### src/rtl/serial_parity_checker_sat_counter.sv
// Saturating up-counter with synchronous clear.
// Clear wins over a same-cycle increment.
module sat_counter #(
  parameter int CNT_W = 8
) (
  input  logic             clk,
  input  logic             rst_n,
  input  logic             clr,
  input  logic             inc,
  output logic [CNT_W-1:0] count
);

  always_ff @(posedge clk or negedge rst_n) begin
    if (!rst_n) begin
      count <= '0;
    end else if (clr) begin
      count <= '0;
    end else if (inc && (count != '1)) begin
      count <= count + CNT_W'(1);
    end
  end

endmodule

### config.mk
export PLATFORM = sky130hd
export DESIGN_NAME = sat_counter
export DESIGN_NICKNAME = d
export VERILOG_FILES = /design/src/rtl/serial_parity_checker_sat_counter.sv
export SDC_FILE = /design/constraint.sdc
export NUM_CORES = 1
export LEC_CHECK = 0
export ABC_AREA = 1
export BUFFER_PORTS_ARGS = -buffer_cell sky130_fd_sc_hd__buf_2
export CAP_MARGIN = 20
export CORE_MARGIN = 2
export CORE_UTILIZATION = 30
export DETAILED_ROUTE_END_ITERATION = 12
export PLACE_DENSITY_LB_ADDON = 0.3
export SLEW_MARGIN = 20
export SYNTH_ARGS = -nofsm -noshare
export SYNTH_HDL_FRONTEND = slang
export SYNTH_SLANG_ARGS = --single-unit
### constraint.sdc
create_clock -name clk -period 2.9 [get_ports clk]
set_input_delay 0 -clock clk [delete_from_list [all_inputs] [get_ports clk]]
set_output_delay 0 -clock clk [all_outputs]
set_load 0.005 [all_outputs]
==> flow_metrics.py, run 1 <==
metrics = {
    "synth": {
        "seq_area_frac_synth": 0.3912,
        "synth_cell_type_count": 15,
        "synth.avg_cell_area_um2": 6.915,
        "ys_ff_latch": 8,
        "mappedNetlistArea_um2": 511.7,
        "synth_warnings": 0,
        "yosys.area.top_type_share": 0.3912,
        "synth_nets": 79,
        "synthCells": 74,
        "synth.area.top_cells": "dfrtp_1 (39%), nand2_1 (18%), nand3_1 (8.8%), inv_1 (7.3%), a21oi_1 (3.9%)",
        "synth_top_area_cell": "dfrtp_1",
    },
    "floorplanning": {
        "start_util": 0.3283,
        "die_height_um": 45.30,
        "die_x_um": 45.30,
        "pin_count": 12,
        "core_um2": 1559,
        "rows": 14,
        "die-area_um2": 2052,
    },
    "critical_path": {
        "reg2regPathDepth": 7,
        "critPathArrivalTime_ns": 1.58,
        "critPathKind": "reg2reg",
        "required_ns": 3.06,
        "worst_setup_path_start_kind": "flip-flop",
        "crit_fanout": 4,
        "endpoint_kind": "flip-flop",
    },
    "power_and_ir_drop": {
        "switching_power_mw": 0.06330,
        "leakage_nw": 0.3322,
        "p_total_mw": 0.2403,
        "power.density_nw_per_um2": 388.0,
        "p_sw_frac": 0.2634,
        "power_frac_seq": 0.514,
        "p_int_mw": 0.1770,
        "vdd_drop_max_mv": 0.1699,
        "combinationalPowerShare": 0.131,
        "power_frac_clock": 0.355,
    },
    "sta": {
        "setup-violations-final": 0,
        "rsz0062_at_grt": "false",
        "slew_headroom": 0.7805,
        "fmaxAchievable_ghz": 0.7039,
        "period_share": 0.4899,
        "setup-tns-final_ns": 0,
        "drv_slew": 0,
        "hold_viol": 0,
        "tightest_slew_ns": 0.3292,
        "fin_skew_ns": 0.005843,
        "min_period_ns": 1.421,
    },
    "route": {
        "vias": 496,
        "antenna_left": 0,
        "routed_wl_um": 1119,
        "wl_per_cell_um": 10.66,
        "drc": 0,
        "first_iter_violations": 22,
        "route.detailed.vias_per_inst": 4.724,
        "firstDrtPassIters": 4,
    },
    "run": {
        "drv_cap": 0,
    },
    "clock_tree": {
        "cts_max_path_buffers": 2,
        "cts_tree": "built",
        "clock-root-buffer": "clkbuf_4",
        "postCtsSetupBuffers": 0,
        "path_clk_slew_ns": 0.05,
        "htree_levels": 1,
        "cts_resized": 0,
        "cts_sinks": 8,
        "cts_buffers": 3,
        "clock_latency_ns": 0.26,
    },
    "final_layout": {
        "max_flop_register": "count",
        "largest_reg_flops": 8,
        "syn_to_final_growth_pct": 21.03,
        "final_cell_mix": "nand2_1 (25), buf_2 (11), inv_1 (10), nand3_1 (9), dfrtp_1 (8)",
        "num_antenna_cells": 0,
        "drive_above_1_share": 0.2360,
        "final_nets": 96,
        "mostFrequentLayoutCell": "nand2_1",
        "num-fill-cells": 169,
        "largest_registers": "count: 8 flops",
    },
    "place": {
        "gp_congestion": 0.8037,
        "dp_hpwl_um": 869,
        "portBuffers": 11,
    },
    "global_route": {
        "gr-usage-all-layers": 0.1521,
        "first_global_vias": 461,
        "gr-total-overflow": 0,
        "antenna_found_initial": 0,
        "grt_max_degree": 9,
        "grt_pass1_wl_um": 2083,
    },
    "worst_hold_path": {
        "hold_depth": 3,
        "min_path_type": "in2reg",
    },
    "run_status": {
        "status": "complete, no violations",
    },
}
==> final timing paths <==
| path | startpoint | end | slack, ns |
|---|---|---|---|
| max in group asynchronous | rst_n | count[4] | 2.61 |
| worst min-delay path | inc | count[5] | 0.02 |
| worst min register to register | count[6] | count[6] | 0.54 |
| min in group asynchronous | rst_n | count[0] | 0.11 |
| worst max register to register | count[0] | count[7] | 1.48 |
| worst max-delay path | count[0] | count[7] | 1.48 |
==> kinds of logic after synthesis <==
kind of cell	count (synthesis)	share of synthesized area
flops	8	0.3912
simple gates	46	0.3985
buf+inv	11	0.09048
fa+ha+maj	1	0.02445
compound gates	8	0.09534
==> worst max-delay path, cell delays in order (launching register included) <==
cell and delay [ns]:
dfrtp_1 0.41, ha_1 0.23, nand2_2 0.10, nor2_2 0.05, a21oi_1 0.30, nand3_1 0.12
nand2_1 0.07, inv_1 0.03
==> metrics by stage <==
stage / util / setup WS, ns / std cells / hold WS (ns) / area [um2]
global route: 0.3973 / 1.322 / 105 / 0.04208 / 619.3
detailed placement: 0.3764 / 1.497 / 101 / -0.1407 / 586.8
CTS: 0.3973 / 1.486 / 105 / 0.01018 / 619.3
finish: 0.3973 / 1.479 / 105 / 0.02009 / 619.3
floorplan: - / 1.627 / 74 / -0.2956 / 511.7
global placement: 0.3764 / 1.549 / 101 / -0.1413 / 586.8
==> layer usage <==
metal	vias up	share of wire	routed length, um	global-route usage
li1	264	-	-	-
met1	217	0.49	548	0.1951
met2	11	0.42	466	0.1971
met3	4	0.052	58	0.06000
met4	0	0.041	46	0.1235
met5	-	0	0	0
==> cells in the mapped netlist, drive strengths merged <==
cell type and instances:
nand3 9, clkinv 1, inv 10, dfrtp 8, o21ai 1, a21oi 5
o21bai 2, nor2 7, nand2 28, nor3 2, ha 1
==> final cells by class <==
| cell class | instances | area, um2 | area share |
|---|---|---|---|
| Tap cell | 16 | 20.02 | 0.03232 |
| Sequential cell | 8 | 200.2 | 0.3232 |
| Inverter | 11 | 46.29 | 0.07475 |
| Timing Repair Buffer | 12 | 65.06 | 0.1051 |
| Multi-Input combinational cell | 55 | 265.3 | 0.4283 |
| Clock buffer | 3 | 22.52 | 0.03636 |
==> timing repair <==
action / in CTS / in global routing
setup endpoints to repair: 0 / 0
hold buffers: 1 / 0
hold endpoints to repair: 8 / 0
==> power groups by stage <==
stage	clock network, mW	registers (mW)	logic, mW
finish	0.0853	0.123	0.0316
global route	0.0953	0.124	0.0366
CTS	0.0920	0.123	0.0322
detailed placement	0	0.125	0.0311
global placement	0	0.125	0.0313
floorplan	0	0.125	0.0167
(Power assumes the default switching activity.)
==> run 2, diff against run 1 <==
- ABC_AREA: 1 -> 0
- clock period: 2.9 -> 1.3 ns (I/O delays scaled with it)
==> flow_metrics.py, run 2 <==
metrics = {
    "run_status": {
        "status": "finished, violations left",
        "violations": "negative setup slack",
    },
    "sta": {
        "tightest_slew_ns": 0.2743,
        "fmaxAchievable_ghz": 0.7506,
        "fin_skew_ns": 0.004357,
        "rsz0062_at_grt": "true",
        "period_share": 1.025,
        "setup-violations-final": 2,
        "drv_slew": 0,
        "slew_headroom": 0.8156,
        "fin_ws_ns": -0.03231,
        "min_period_ns": 1.332,
        "hold_viol": 0,
    },
    "critical_path": {
        "critPathBufInv": 0,
        "r2r_slack_ns": -0.03,
        "critPathArrivalTime_ns": 1.47,
        "required_ns": 1.44,
        "critPathKind": "reg2reg",
        "startpoint": "count[1]",
        "crit_fanout": 3,
        "rr_endpoint": "count[0]",
        "crit_path_end": "count[0]",
        "r2r_start": "count[1]",
        "reg2regPathDepth": 4,
        "slowest_delay_ns": 0.38,
        "slowest_stage": "dfrtp_1",
        "worst_setup_path_start_kind": "flip-flop",
        "endpoint_kind": "flip-flop",
        "cp_top_family": "flip-flops",
        "cp_num_cells": 4,
        "crit_chain": "ha_2, and4_4, a21boi_4, mux2_4",
    },
    "global_route": {
        "gr-total-overflow": 0,
        "grt_pass1_wl_um": 1842,
        "gr-usage-all-layers": 0.1358,
        "grt_max_degree": 12,
        "antenna_found_initial": 0,
        "first_global_vias": 413,
    },
    "place": {
        "placed_cell_area_um2": 609.3,
        "gp_congestion": 0.7257,
        "portBuffers": 11,
        "dp_hpwl_um": 807.9,
        "dpl.cell_count": 83,
    },
    "clock_tree": {
        "cts_max_path_buffers": 2,
        "clock_latency_ns": 0.25,
        "clock-root-buffer": "clkbuf_4",
        "cts_sinks": 8,
        "cts_tree": "built",
        "path_clk_slew_ns": 0.06,
        "cts_buffers": 3,
        "htree_levels": 1,
    },
    "synth": {
        "synth.avg_cell_area_um2": 9.473,
        "synthArstFlopShare": 1.000,
        "synth_top_area_cell": "dfrtp_1",
        "synth_cell_type_count": 28,
        "synth.most_common_cell": "dfrtp_1",
        "mappedNetlistArea_um2": 464.2,
        "yosys.area.top_type_share": 0.4313,
        "synth_compound_area_frac": 0.1267,
        "synthTopCellsByCount": "dfrtp_1 (8), nor3_1 (4), a21oi_1 (3), nand2b_1 (3), nor2b_1 (3)",
        "synth_xor_area_frac": 0,
        "seq_area_frac_synth": 0.4313,
        "synthSimpleGateAreaFrac": 0.3100,
        "synthAdderAreaFrac": 0.02695,
        "synthFlopType": "dfrtp_1",
        "synthCells": 49,
        "synth.area.top_cells": "dfrtp_1 (43%), mux2_2 (4.9%), nor3_1 (4.3%), nand2b_1 (4.0%), nor2b_1 (4.0%)",
        "synth_edf_count": 0,
        "synth_top_family_by_area": "simple AND/OR/NAND/NOR gates",
        "ys_ff_latch": 8,
        "synthMuxAreaShare": 0.07008,
        "synth_warnings": 0,
        "synth_nets": 54,
    },
    "final_layout": {
        "drive_above_1_share": 0.5211,
        "layout.cells.non_filler": 87,
        "final_cell_mix": "buf_2 (11), buf_4 (9), dfrtp_1 (7)",
        "largest_reg_flops": 8,
        "design_area_um2": 686.9,
        "final_nets": 78,
        "max_flop_register": "count",
        "mostFrequentLayoutCell": "buf_2",
        "num_antenna_cells": 0,
        "syn_to_final_growth_pct": 47.98,
        "largest_registers": "count: 8 flops",
    },
    "power_and_ir_drop": {
        "power.density_nw_per_um2": 760.1,
        "vdd_drop_max_mv": 0.4657,
        "leakage_nw": 0.3118,
    },
    "route": {
        "route.detailed.vias_per_inst": 5.483,
        "vias": 477,
        "routed_wl_um": 1183,
        "first_iter_violations": 6,
        "wl_per_cell_um": 13.60,
        "drc": 0,
        "firstDrtPassIters": 4,
        "antenna_left": 0,
    },
    "worst_hold_path": {
        "min_from": "clr",
        "min_path_type": "in2reg",
    },
    "floorplanning": {
        "core_um2": 1471,
        "pin_count": 12,
        "rows": 14,
        "die_height_um": 43.34,
        "die_x_um": 43.34,
        "die-area_um2": 1878,
        "start_util": 0.3155,
    },
    "run": {
        "drv_cap": 0,
    },
}
run 2: cell type report:
type | count | area, um2
inverters | 2 | 7.507
clock buffers | 3 | 22.52
multi-input cells | 37 | 302.8
fillers | 146 | 784.5
repair buffers | 21 | 132.6
flip-flops and latches | 8 | 201.4
well taps | 16 | 20.02
run 2: repair_timing:
| action | CTS | global route |
|---|---|---|
| cloned | 0 | 0 |
| endpoints found under the hold margin | 8 | 0 |
| resized for setup | 3 | 8 |
| endpoints found under the setup margin | 5 | 6 |
| hold buffers | 1 | 0 |
| pin swaps | 2 | 0 |
| setup buffers | 0 | 0 |
run 2: where the power goes:
group	internal, mW	leakage [nW]	switching [mW]
Combinational	0.0348	0.189	0.0359
Sequential	0.255	0.109	0.00432
Clock	0.106	0.0138	0.0862
Total	0.396	0.312	0.126
run 2: layer usage:
| layer | up-vias | routed length (um) | global-route usage |
|---|---|---|---|
| li1 | 229 | - | - |
| met1 | 236 | 567 | 0.1837 |
| met2 | 10 | 554 | 0.1970 |
| met4 | 0 | 10 | 0.09091 |
| met3 | 2 | 51 | 0.02500 |
| met5 | - | 0 | 0 |
run 2: kinds of logic (layout without fill, tap and decap cells):
family | count (synthesis) | in the layout
buffers and inverters | 4 | 26
AOI/OAI and AO/OA | 9 | 9
DFF | 8 | 8
adders and majority gates | 1 | 1
muxes | 3 | 3
and+or+nand+nor | 24 | 24
run 2: worst min-delay path by stage:
stage | end | slack [ns] | cells past startpoint
6_report | count[7] | 0.05 | 2
5_1_grt | count[7] | 0.06 | 2
4_1_cts | count[5] | 0.06 | 2
3_5_place_dp | count[6] | -0.14 | 1
3_3_place_gp | count[7] | -0.14 | 1
2_1_floorplan | count[0] | -0.30 | 0
run 2: through the flow:
| step | worst slack (ns) | hold slack (ns) | setup TNS, ns | total power, mW | util |
|---|---|---|---|---|---|
| 2_1_floorplan | -0.1382 | -0.2956 | -0.2496 | 0.2963 | - |
| 3_3_place_gp | -0.05230 | -0.1403 | -0.07399 | 0.3283 | 0.4141 |
| 3_5_place_dp | -0.05744 | -0.1388 | -0.1209 | 0.3281 | 0.4141 |
| 4_1_cts | -0.03764 | 0.06311 | -0.07389 | 0.5352 | 0.4464 |
| 5_1_grt | -0.07333 | 0.06039 | -0.2309 | 0.5562 | 0.4668 |
| 6_report | -0.03231 | 0.05296 | -0.04966 | 0.5221 | 0.4668 |
==> run 3, diff against run 2 <==
- SETUP_SLACK_MARGIN: unset -> 0.05
==> flow_metrics.py, run 3 (synthesis gave the netlist of run 2 again) <==
metrics = {
    "route": {
        "routed_wl_um": 1297,
        "firstDrtPassIters": 3,
        "antenna_left": 0,
        "route.detailed.vias_per_inst": 5.432,
        "vias": 478,
        "drc": 0,
        "wl_per_cell_um": 14.74,
        "first_iter_violations": 4,
    },
    "floorplanning": {
        "rows": 14,
        "pin_count": 12,
        "core_um2": 1471,
        "die_height_um": 43.34,
        "die-area_um2": 1878,
        "die_x_um": 43.34,
        "start_util": 0.3155,
    },
    "final_layout": {
        "final_util": 0.5009,
        "max_flop_register": "count",
        "largest_reg_flops": 8,
        "syn_to_final_growth_pct": 58.76,
        "num-fill-cells": 143,
        "largest_registers": "count: 8 flops",
        "drive_above_1_share": 0.5694,
        "num_antenna_cells": 0,
        "final_nets": 79,
        "seqCellArea_um2": 202.7,
        "design_area_um2": 737.0,
        "mostFrequentLayoutCell": "buf_2",
        "final_cell_mix": "buf_2 (11), buf_4 (10), dfrtp_1 (6)",
        "layout.cells.non_filler": 88,
        "multi_input_area_um2": 344.1,
    },
    "sta": {
        "fmaxAchievable_ghz": 0.7497,
        "period_share": 1.026,
        "rsz0062_at_grt": "true",
        "setup-violations-final": 3,
        "hold_ws_ns": 0.08060,
        "drv_slew": 0,
        "min_period_ns": 1.334,
        "fin_ws_ns": -0.03393,
        "slew_headroom": 0.8466,
        "setup-tns-final_ns": -0.08631,
        "fin_skew_ns": 0.003596,
        "tightest_slew_ns": 0.2284,
        "hold_viol": 0,
    },
    "clock_tree": {
        "cts_buffers": 3,
        "clock_latency_ns": 0.25,
        "cts_max_path_buffers": 2,
        "cts_sinks": 8,
        "clock-root-buffer": "clkbuf_4",
        "cts_tree": "built",
        "path_clk_slew_ns": 0.06,
        "htree_levels": 1,
    },
    "critical_path": {
        "critPathKind": "reg2reg",
        "slowest_delay_ns": 0.38,
        "crit_fanout": 3,
        "endpoint_kind": "flip-flop",
        "required_ns": 1.44,
        "critPathArrivalTime_ns": 1.47,
        "crit_chain": "ha_2, and4_4, a21boi_4, mux2_4",
        "worst_setup_path_start_kind": "flip-flop",
        "slowest_stage": "dfrtp_1",
    },
    "worst_hold_path": {
        "min_path_type": "in2reg",
    },
    "place": {
        "portBuffers": 11,
        "dp_hpwl_um": 807.9,
        "dpl.cell_count": 83,
        "gp_congestion": 0.7257,
        "placed_cell_area_um2": 609.3,
        "pre_cts_ws_ns": -0.05744,
    },
    "global_route": {
        "gr-usage-all-layers": 0.1419,
        "first_global_vias": 415,
        "grt_pass1_wl_um": 1918,
        "grt_max_degree": 12,
        "gr-total-overflow": 0,
        "antenna_found_initial": 0,
    },
    "run_status": {
        "violations": "negative setup slack",
        "status": "finished, violations left",
    },
    "power_and_ir_drop": {
        "leakage_nw": 0.3344,
        "power.density_nw_per_um2": 720.0,
        "p_total_mw": 0.5306,
        "vdd_drop_max_mv": 0.4682,
    },
    "run": {
        "drv_cap": 0,
    },
}
-- run 3: changes by cell type in the layout (fill, tap and decap cells not counted), sizes merged --
cell	before	now
buf	20	21
-- run 3: final cells by class --
cell class,count,share of cell area
timing repair buffer,22,0.1902
clock buffer,3,0.03056
tap,16,0.02716
sequential,8,0.2750
multi-input combinational,37,0.4669
inverter,2,0.01019
-- run 3: timing repair --
item	4_1_cts	5_1_grt
endpoints found under the hold margin	8	0
hold buffers	1	0
setup buffers	0	1
resized for setup	10	7
setup endpoints to repair	6	7
pin swaps	2	4
-- run 3: worst max-delay path, delay by kind of cell, from the launching register on --
| family | cells | cell delay (ns) |
|---|---|---|
| AO/OA/AOI/OAI | 1 | 0.15 |
| adder cells (fa/ha/maj) | 1 | 0.19 |
| flip-flops | 1 | 0.38 |
| multiplexers | 1 | 0.31 |
| AND/OR/NAND/NOR | 1 | 0.20 |
-- run 3: report_power, final --
part	internal (mW)	switching, mW	leakage [nW]
registers	0.255	0.00440	0.107
clock network	0.106	0.0864	0.0138
logic	0.0389	0.0400	0.214
-- run 3: final timing paths --
check                              start        to  slack, ns  cells past startpoint
max in group asynchronous          rst_n  count[3]       0.99                      2
worst min-delay path                 clr  count[7]       0.08                      2
worst max-delay path            count[1]  count[0]      -0.03                      4
worst max register to register  count[1]  count[0]      -0.03                      4
worst min register to register  count[4]  count[4]       0.66                      2
min in group asynchronous          rst_n  count[6]       0.12                      2
-- run 3: metal layers --
layer  global-route usage  part of all wire  vias to the layer above
met5                    0                 0                        -
met3              0.02500             0.044                        2
met4              0.09091            0.0077                        0
met1               0.1811              0.45                      233
met2               0.2209              0.50                       12
li1                     -                 -                      231
